`src/rtl/irq_pend_latch_if.sv`:
```
// Request/service bundle between the pending latch and its driver/consumer.
interface irq_pend_latch_if #(
    parameter int unsigned MISS_W = 4
);
    logic [3:0]        irq_in;
    logic [3:0]        mask;
    logic              ack;
    logic [1:0]        ack_idx;
    logic              clr_miss;
    logic [3:0]        req;
    logic [3:0]        pending;
    logic [MISS_W-1:0] miss_cnt;
    logic              miss_flag;

    modport master (
        output irq_in, mask, ack, ack_idx, clr_miss,
        input  req, pending, miss_cnt, miss_flag
    );

    modport slave (
        input  irq_in, mask, ack, ack_idx, clr_miss,
        output req, pending, miss_cnt, miss_flag
    );
endinterface

```
`src/rtl/irq_pend_latch.sv`:
```
// Sticky interrupt pending latch with edge detect, ack-by-index and lost-event counter.
// Optional IRQ_SYNC_EN adds a two-flop synchroniser per source in front of the edge detector.
module irq_pend_latch #(
    parameter int unsigned MISS_W = 4
) (
    input logic              Clock,
    input logic              Reset_n,
    irq_pend_latch_if.slave  bus
);
    localparam int unsigned N_SRC = 4;
    localparam int unsigned IDX_W = 2;
    localparam logic [MISS_W-1:0] MISS_MAX = '1;

    logic [N_SRC-1:0]  s;
    logic [N_SRC-1:0]  prev;
    logic [N_SRC-1:0]  pending_q;
    logic [N_SRC-1:0]  pending_d;
    logic [N_SRC-1:0]  rise;
    logic [N_SRC-1:0]  clr;
    logic [N_SRC-1:0]  lost;
    logic [MISS_W-1:0] miss_cnt_q;
    logic [MISS_W-1:0] miss_cnt_d;
    logic [MISS_W-1:0] cnt_base;
    logic              miss_flag_q;
    logic              miss_flag_d;

`ifdef IRQ_SYNC_EN
    logic [N_SRC-1:0] sync1;
    logic [N_SRC-1:0] sync2;

    // Two-flop synchroniser for asynchronous sources
    always_ff @(posedge Clock) begin
        if (!Reset_n) begin
            sync1 <= '0;
            sync2 <= '0;
        end else begin
            sync1 <= bus.irq_in;
            sync2 <= sync1;
        end
    end

    assign s = sync2;
`else
    assign s = bus.irq_in;
`endif

    // Edge detect, ack decode, pending and miss next-state
    always_comb begin
        rise        = s & ~prev;
        clr         = '0;
        for (int unsigned i = 0; i < N_SRC; i++) begin
            clr[i] = bus.ack && (bus.ack_idx == IDX_W'(i));
        end
        lost        = rise & pending_q & ~clr;
        pending_d   = (pending_q & ~clr) | rise;

        // clr_miss clears first, then a same-cycle loss counts from zero
        cnt_base    = bus.clr_miss ? '0 : miss_cnt_q;
        miss_cnt_d  = cnt_base;
        miss_flag_d = bus.clr_miss ? 1'b0 : miss_flag_q;
        if (|lost) begin
            miss_flag_d = 1'b1;
            if (cnt_base != MISS_MAX) begin
                miss_cnt_d = cnt_base + MISS_W'(1);
            end
        end
    end

    always_ff @(posedge Clock) begin
        if (!Reset_n) begin
            prev        <= '0;
            pending_q   <= '0;
            miss_cnt_q  <= '0;
            miss_flag_q <= 1'b0;
        end else begin
            prev        <= s;
            pending_q   <= pending_d;
            miss_cnt_q  <= miss_cnt_d;
            miss_flag_q <= miss_flag_d;
        end
    end

    assign bus.req       = pending_q & bus.mask;
    assign bus.pending   = pending_q;
    assign bus.miss_cnt  = miss_cnt_q;
    assign bus.miss_flag = miss_flag_q;
endmodule

```
`src/flat_wrapper.sv`:
```
// flat-port wrapper written by rule: the top's interface ports become plain ports
module irq_pend_latch_flat 
#(
    parameter int unsigned MISS_W = 4
)
  (Clock, Reset_n, bus_irq_in, bus_mask, bus_ack, bus_ack_idx, bus_clr_miss, bus_req, bus_pending, bus_miss_cnt, bus_miss_flag);
  irq_pend_latch_if #(.MISS_W(MISS_W)) bus_i ();
  input logic Clock;
  input logic Reset_n;
  input wire logic [$bits(bus_i.irq_in)-1:0] bus_irq_in;
  input wire logic [$bits(bus_i.mask)-1:0] bus_mask;
  input wire logic [$bits(bus_i.ack)-1:0] bus_ack;
  input wire logic [$bits(bus_i.ack_idx)-1:0] bus_ack_idx;
  input wire logic [$bits(bus_i.clr_miss)-1:0] bus_clr_miss;
  output wire logic [$bits(bus_i.req)-1:0] bus_req;
  output wire logic [$bits(bus_i.pending)-1:0] bus_pending;
  output wire logic [$bits(bus_i.miss_cnt)-1:0] bus_miss_cnt;
  output wire logic [$bits(bus_i.miss_flag)-1:0] bus_miss_flag;
  assign bus_i.irq_in = bus_irq_in;
  assign bus_i.mask = bus_mask;
  assign bus_i.ack = bus_ack;
  assign bus_i.ack_idx = bus_ack_idx;
  assign bus_i.clr_miss = bus_clr_miss;
  assign bus_req = bus_i.req;
  assign bus_pending = bus_i.pending;
  assign bus_miss_cnt = bus_i.miss_cnt;
  assign bus_miss_flag = bus_i.miss_flag;
  irq_pend_latch #(.MISS_W(MISS_W)) u_core (.Clock(Clock), .Reset_n(Reset_n), .bus(bus_i));
endmodule
```
`config.mk`:
```
export PLATFORM = sky130hd
export DESIGN_NAME = irq_pend_latch_flat
export DESIGN_NICKNAME = d
export VERILOG_FILES = /design/src/rtl/irq_pend_latch_if.sv /design/src/rtl/irq_pend_latch.sv /design/src/flat_wrapper.sv
export SDC_FILE = /design/constraint.sdc
export NUM_CORES = 1
export LEC_CHECK = 0
export CORE_MARGIN = 5
export CORE_UTILIZATION = 39
export CTS_CLUSTER_SIZE = 30
export DETAILED_ROUTE_END_ITERATION = 16
export HOLD_SLACK_MARGIN = 0.06
export PLACE_DENSITY_LB_ADDON = 0.15
export SETUP_SLACK_MARGIN = 0.1
export SYNTH_ARGS = -nofsm -noshare
export SYNTH_HDL_FRONTEND = slang
export SYNTH_SLANG_ARGS = --single-unit
```
`constraint.sdc`:
```
create_clock -name Clock -period 1.3 [get_ports Clock]
set_input_delay 0.26 -clock Clock [delete_from_list [all_inputs] [get_ports Clock]]
set_output_delay 0.26 -clock Clock [all_outputs]
set_load 0.05 [all_outputs]
```
Word level (Yosys, flattened, before mapping)
Index checks and enable logic that the tools add are counted.
{"block": "totals", "register_bits": 13, "inputBits": 14, "elab_cells": 29, "output_inout_bits": 13}
{"block": "classes", "n_mux": 5, "eq_ne": 4, "n_reduce_logical": 7, "addsub": 1, "bitwise": 8}
{"cell": "4-bit AND", "n": 5}
{"cell": "4-bit two-way mux", "n": 3}
{"cell": "4-bit inverter", "n": 2}
{"cell": "4-bit by 1-bit adder with 4-bit output (second input constant)", "n": 1}
{"cell": "2-bit == test (second input constant)", "n": 2}
{"cell": "1-bit logical AND", "n": 4}
{"cell": "4-bit != test (second input constant)", "n": 1}
{"cell": "4-bit bitwise OR", "n": 1}
{"cell": "4-bit OR reduction", "n": 1}
{"cell": "2-bit by 1-bit == test with 1-bit output (second input constant)", "n": 1}
{"cell": "2-bit logical NOT", "n": 1}
{"cell": "1-bit two-way mux", "n": 2}
{"cell": "2-bit nonzero test", "n": 1}

Longest topological paths before layout
{"block": "logic_depth", "ltp_word": 6, "ltp_mapped": 5, "ltp_nobuf": 5}

Worst setup path after synthesis
No wires, ideal clock.
{"block": "synth_path", "kind": "flip-flop to flip-flop", "from": "reg u_core.pending_q[1] (netlist: u_core.bus.pending[1])", "to": "reg u_core.miss_cnt_q[1] (netlist: u_core.bus.miss_cnt[1])", "arrival_time_ns": 1.439, "stages_incl_launch_ff": 5, "path_slack_ns": -0.226, "synth_period_minus_slack_ns": 1.526, "setup_time_ns": 0.086, "path_buffers": 0, "path_cell_list": "dfxtp_1 > o21ai_1 > o22ai_2 > o21ai_0 > a221oi_2"}
{"block": "synth_between", "elab_chain_cells": 4}
{"item": "start, declared", "line": "irq_pend_latch.sv:16", "rtl": "logic [N_SRC-1:0] pending_q;"}
{"item": "start signal, assigned", "line": "irq_pend_latch.sv:77", "rtl": "pending_q <= pending_d;"}
{"item": "4-bit AND (2 in a row)", "line": "irq_pend_latch.sv:54", "rtl": "lost = rise & pending_q & ~clr;"}
{"item": "4-bit OR reduction", "line": "irq_pend_latch.sv:61", "rtl": "if (|lost) begin"}
{"item": "4-bit two-way mux", "line": "irq_pend_latch.sv:61"}
{"item": "end signal, assigned", "line": "irq_pend_latch.sv:78", "rtl": "miss_cnt_q <= miss_cnt_d;"}
{"item": "end, declared", "line": "irq_pend_latch.sv:21", "rtl": "logic [MISS_W-1:0] miss_cnt_q;"}
No other way between the ends.
A chain may end at the register's enable or synchronous reset.

Final worst setup path
{"block": "layout_path", "from": "reg u_core.pending_q[1] (netlist: u_core.bus.pending[1])", "to": "reg u_core.miss_cnt_q[2] (netlist: u_core.bus.miss_cnt[2])"}
The elaborated chain is that of the path after synthesis.

==> flow_metrics.py <==
metrics = {
    "status": {
        "outcome": "finished clean",
    },
    "timing": {
        "skew_ns": 0.00643,
        "hold_viol": 0,
        "relSlewSlack_pct": 81.8,
        "fin_crit_sh_pct": 94.2,
        "setup_viol": 0,
        "fin_crit_ns": 1.23,
        "drv_slew": 0,
        "setup_slack_ns": 0.0748,
        "rsz0062_at_grt": "true",
        "worstMarginPinSlew_ns": 0.271,
        "fmax_mhz": 816,
    },
    "power": {
        "power_frac_comb_pct": 34.9,
        "peakVddDrop_mv": 0.921,
        "p_sw_share_pct": 31.3,
        "power_density_nw_per_um2": 909,
        "power.switching_uw": 336,
        "clkPwrFrac_pct": 23.4,
        "pwr-share-seq_pct": 41.6,
        "leakage_uw": 0.000492,
        "power_uw": 1070,
        "intPower_uw": 739,
    },
    "placement": {
        "numPortBuffers": 26,
        "dp_hpwl_um": 1090,
        "place.gp.congestion": 0.812,
        "pre_cts_ws_ns": -0.486,
    },
    "die": {
        "die_h_um": 48.9,
        "dieArea_um2": 2390,
        "die_w_um": 48.9,
        "rows": 14,
        "core_um2": 1470,
        "io_pins": 27,
        "start_util_pct": 40.1,
    },
    "worst_setup_path": {
        "crit_path_start_kind": "flop",
        "cp_num_cells": 5,
        "crit_family": "compound AO/OA/AOI/OAI gates",
        "crit_type": "reg2reg",
        "endpoint_kind": "flop",
        "worst_ep_required_time_ns": 1.50,
        "path_buf_inv": 1,
        "arrival_ns": 1.43,
        "crit_fanout": 4,
        "r2r_cells": 5,
        "cp_slowest_cell": "dfxtp_4",
        "max_stage_delay_ns": 0.37,
        "crit_chain": "o21ai_4 > o22ai_2 > buf_4 > or2_4 > a221oi_2",
    },
    "grt": {
        "grt_max_degree": 8,
        "gr-total-overflow": 0,
        "antenna_found_initial": 0,
        "grt_pass1_wl_um": 2680,
        "grt_pass1_vias": 582,
        "grt_use_total_pct": 14.2,
    },
    "clocking": {
        "cts_tree": "built",
        "cts_max_level": 1,
        "clock_latency_ns": 0.28,
        "clockRootBuffer": "clkbuf_4",
        "cts.path.max_buffers": 2,
        "holdBufCountCts": 0,
        "path_clk_slew_ns": 0.08,
        "clock-sinks": 13,
        "cts_buffers": 3,
    },
    "cells_and_area": {
        "mostFrequentLayoutCells": "buf_12 (13), buf_4 (11), dlygate4sd2_1 (8)",
        "drive_gt1_share_pct": 57.4,
        "nets": 116,
        "n_antenna_cell": 0,
        "area_growth_syn_to_layout_pct": 100,
        "layout_commonest_cell": "buf_12",
    },
    "route": {
        "wire_per_inst_um": 13.6,
        "finalWirelength_um": 1590,
        "dr.pass1.iters": 4,
        "ant_nets": 0,
        "vias": 589,
        "vias_per_cell": 5.03,
        "drc": 0,
        "drt_iter0_markers": 13,
    },
    "hold_path": {
        "worstHoldPathType": "in2reg",
        "holdPathStages": 2,
    },
    "synthesis": {
        "synth_area_um2": 591,
        "ys_warn_count": 0,
        "syn_area_per_cell_um2": 10.0,
        "ys_seq_elements": 13,
        "synth.distinct_cells": 25,
        "synth_cells": 59,
        "synth_sequential_area_ratio_pct": 44.1,
        "synth_fp_nets": 73,
    },
    "flow_run": {
        "max_cap_violations": 0,
    },
}
==> what timing repair did <==
action / 4_1_cts / 5_1_grt
gates resized for setup: 30 / 1
setup buffers: 5 / 2
pin swaps: 13 / 9
endpoints found under the setup margin: 9 / 10
endpoints found under the hold margin: 0 / 0
==> power groups by stage <==
stage               combinational [uW]  clock [uW]  sequential [uW]
floorplan                          105           0              505
global placement                   329           0              458
detailed placement                 333           0              459
CTS                                366         251              449
global route                       397         274              451
finish                             376         252              447
==> synthesized netlist by cell type (all sizes together) <==
cell type / n / area, um2
nor2b: 1 / 6.26
nor3: 1 / 5.00
or2: 1 / 8.76
a31oi: 1 / 6.26
and2b: 1 / 7.51
o21a: 1 / 7.51
and2: 8 / 50.1
o21bai: 1 / 7.51
dfxtp: 13 / 260
a21oi: 6 / 30.0
o21ai: 5 / 36.3
nand2: 2 / 7.51
or2b: 2 / 18.8
inv: 5 / 18.8
a221oi: 2 / 30.0
a311oi: 1 / 15.0
nand2b: 4 / 32.5
and4: 1 / 8.76
o22ai: 2 / 25.0
o2111ai: 1 / 8.76
==> stage by stage <==
| step | utilization [%] | hold slack, ns | TNS [ns] | instances | area, um2 |
|---|---|---|---|---|---|
| finish | 80.4 | 0.323 | 0 | 117 | 1180 |
| detailed placement | 72.5 | 0.500 | -2.32 | 106 | 1070 |
| global placement | 72.5 | 0.493 | -2.19 | 106 | 1070 |
| global route | 80.4 | 0.327 | 0 | 117 | 1180 |
| CTS | 79.8 | 0.324 | 0 | 115 | 1170 |
| floorplan | - | 0.378 | 0 | 59 | 619 |
==> sequential cells by signal, indices dropped and copies added, names as in the netlist <==
register / flops
u_core.prev: 4
u_core.bus.pending: 4
u_core.bus.miss_flag: 1
u_core.bus.miss_cnt: 4
==> cell type report <==
cell class                      instances  area, um2
Sequential cell                        13        279
Inverter                                5       18.8
Clock buffer                            4       26.3
Fill cell                             103        289
Multi-Input combinational cell         41        373
Tap cell                               16       20.0
Timing Repair Buffer                   38        465
==> cells by family after synthesis <==
group,synth area share (%)
AND/OR/NAND/NOR,24.6
AO/OA/AOI/OAI,28.2
flip-flops,44.1
buffers and inverters,3.18
==> worst paths after layout <==
kind | slack [ns] | end | startpoint
min | 0.32 | u_core.prev[0] | bus_irq_in[0]
min reg2reg | 0.52 | u_core.bus.pending[3] | u_core.prev[3]
max reg2reg | 0.07 | u_core.bus.miss_cnt[2] | u_core.bus.pending[1]
max | 0.07 | u_core.bus.miss_cnt[2] | u_core.bus.pending[1]
==> routing by layer <==
layer  vias to the layer above  GRT usage (%)  wire, um
li1                        291              -         -
met1                       268           15.2       604
met2                        24           23.5       777
met3                         6           6.42       150
met4                         0           6.73        55
met5                         -              0         0
Note: power is estimated with default switching activity, not from simulation.
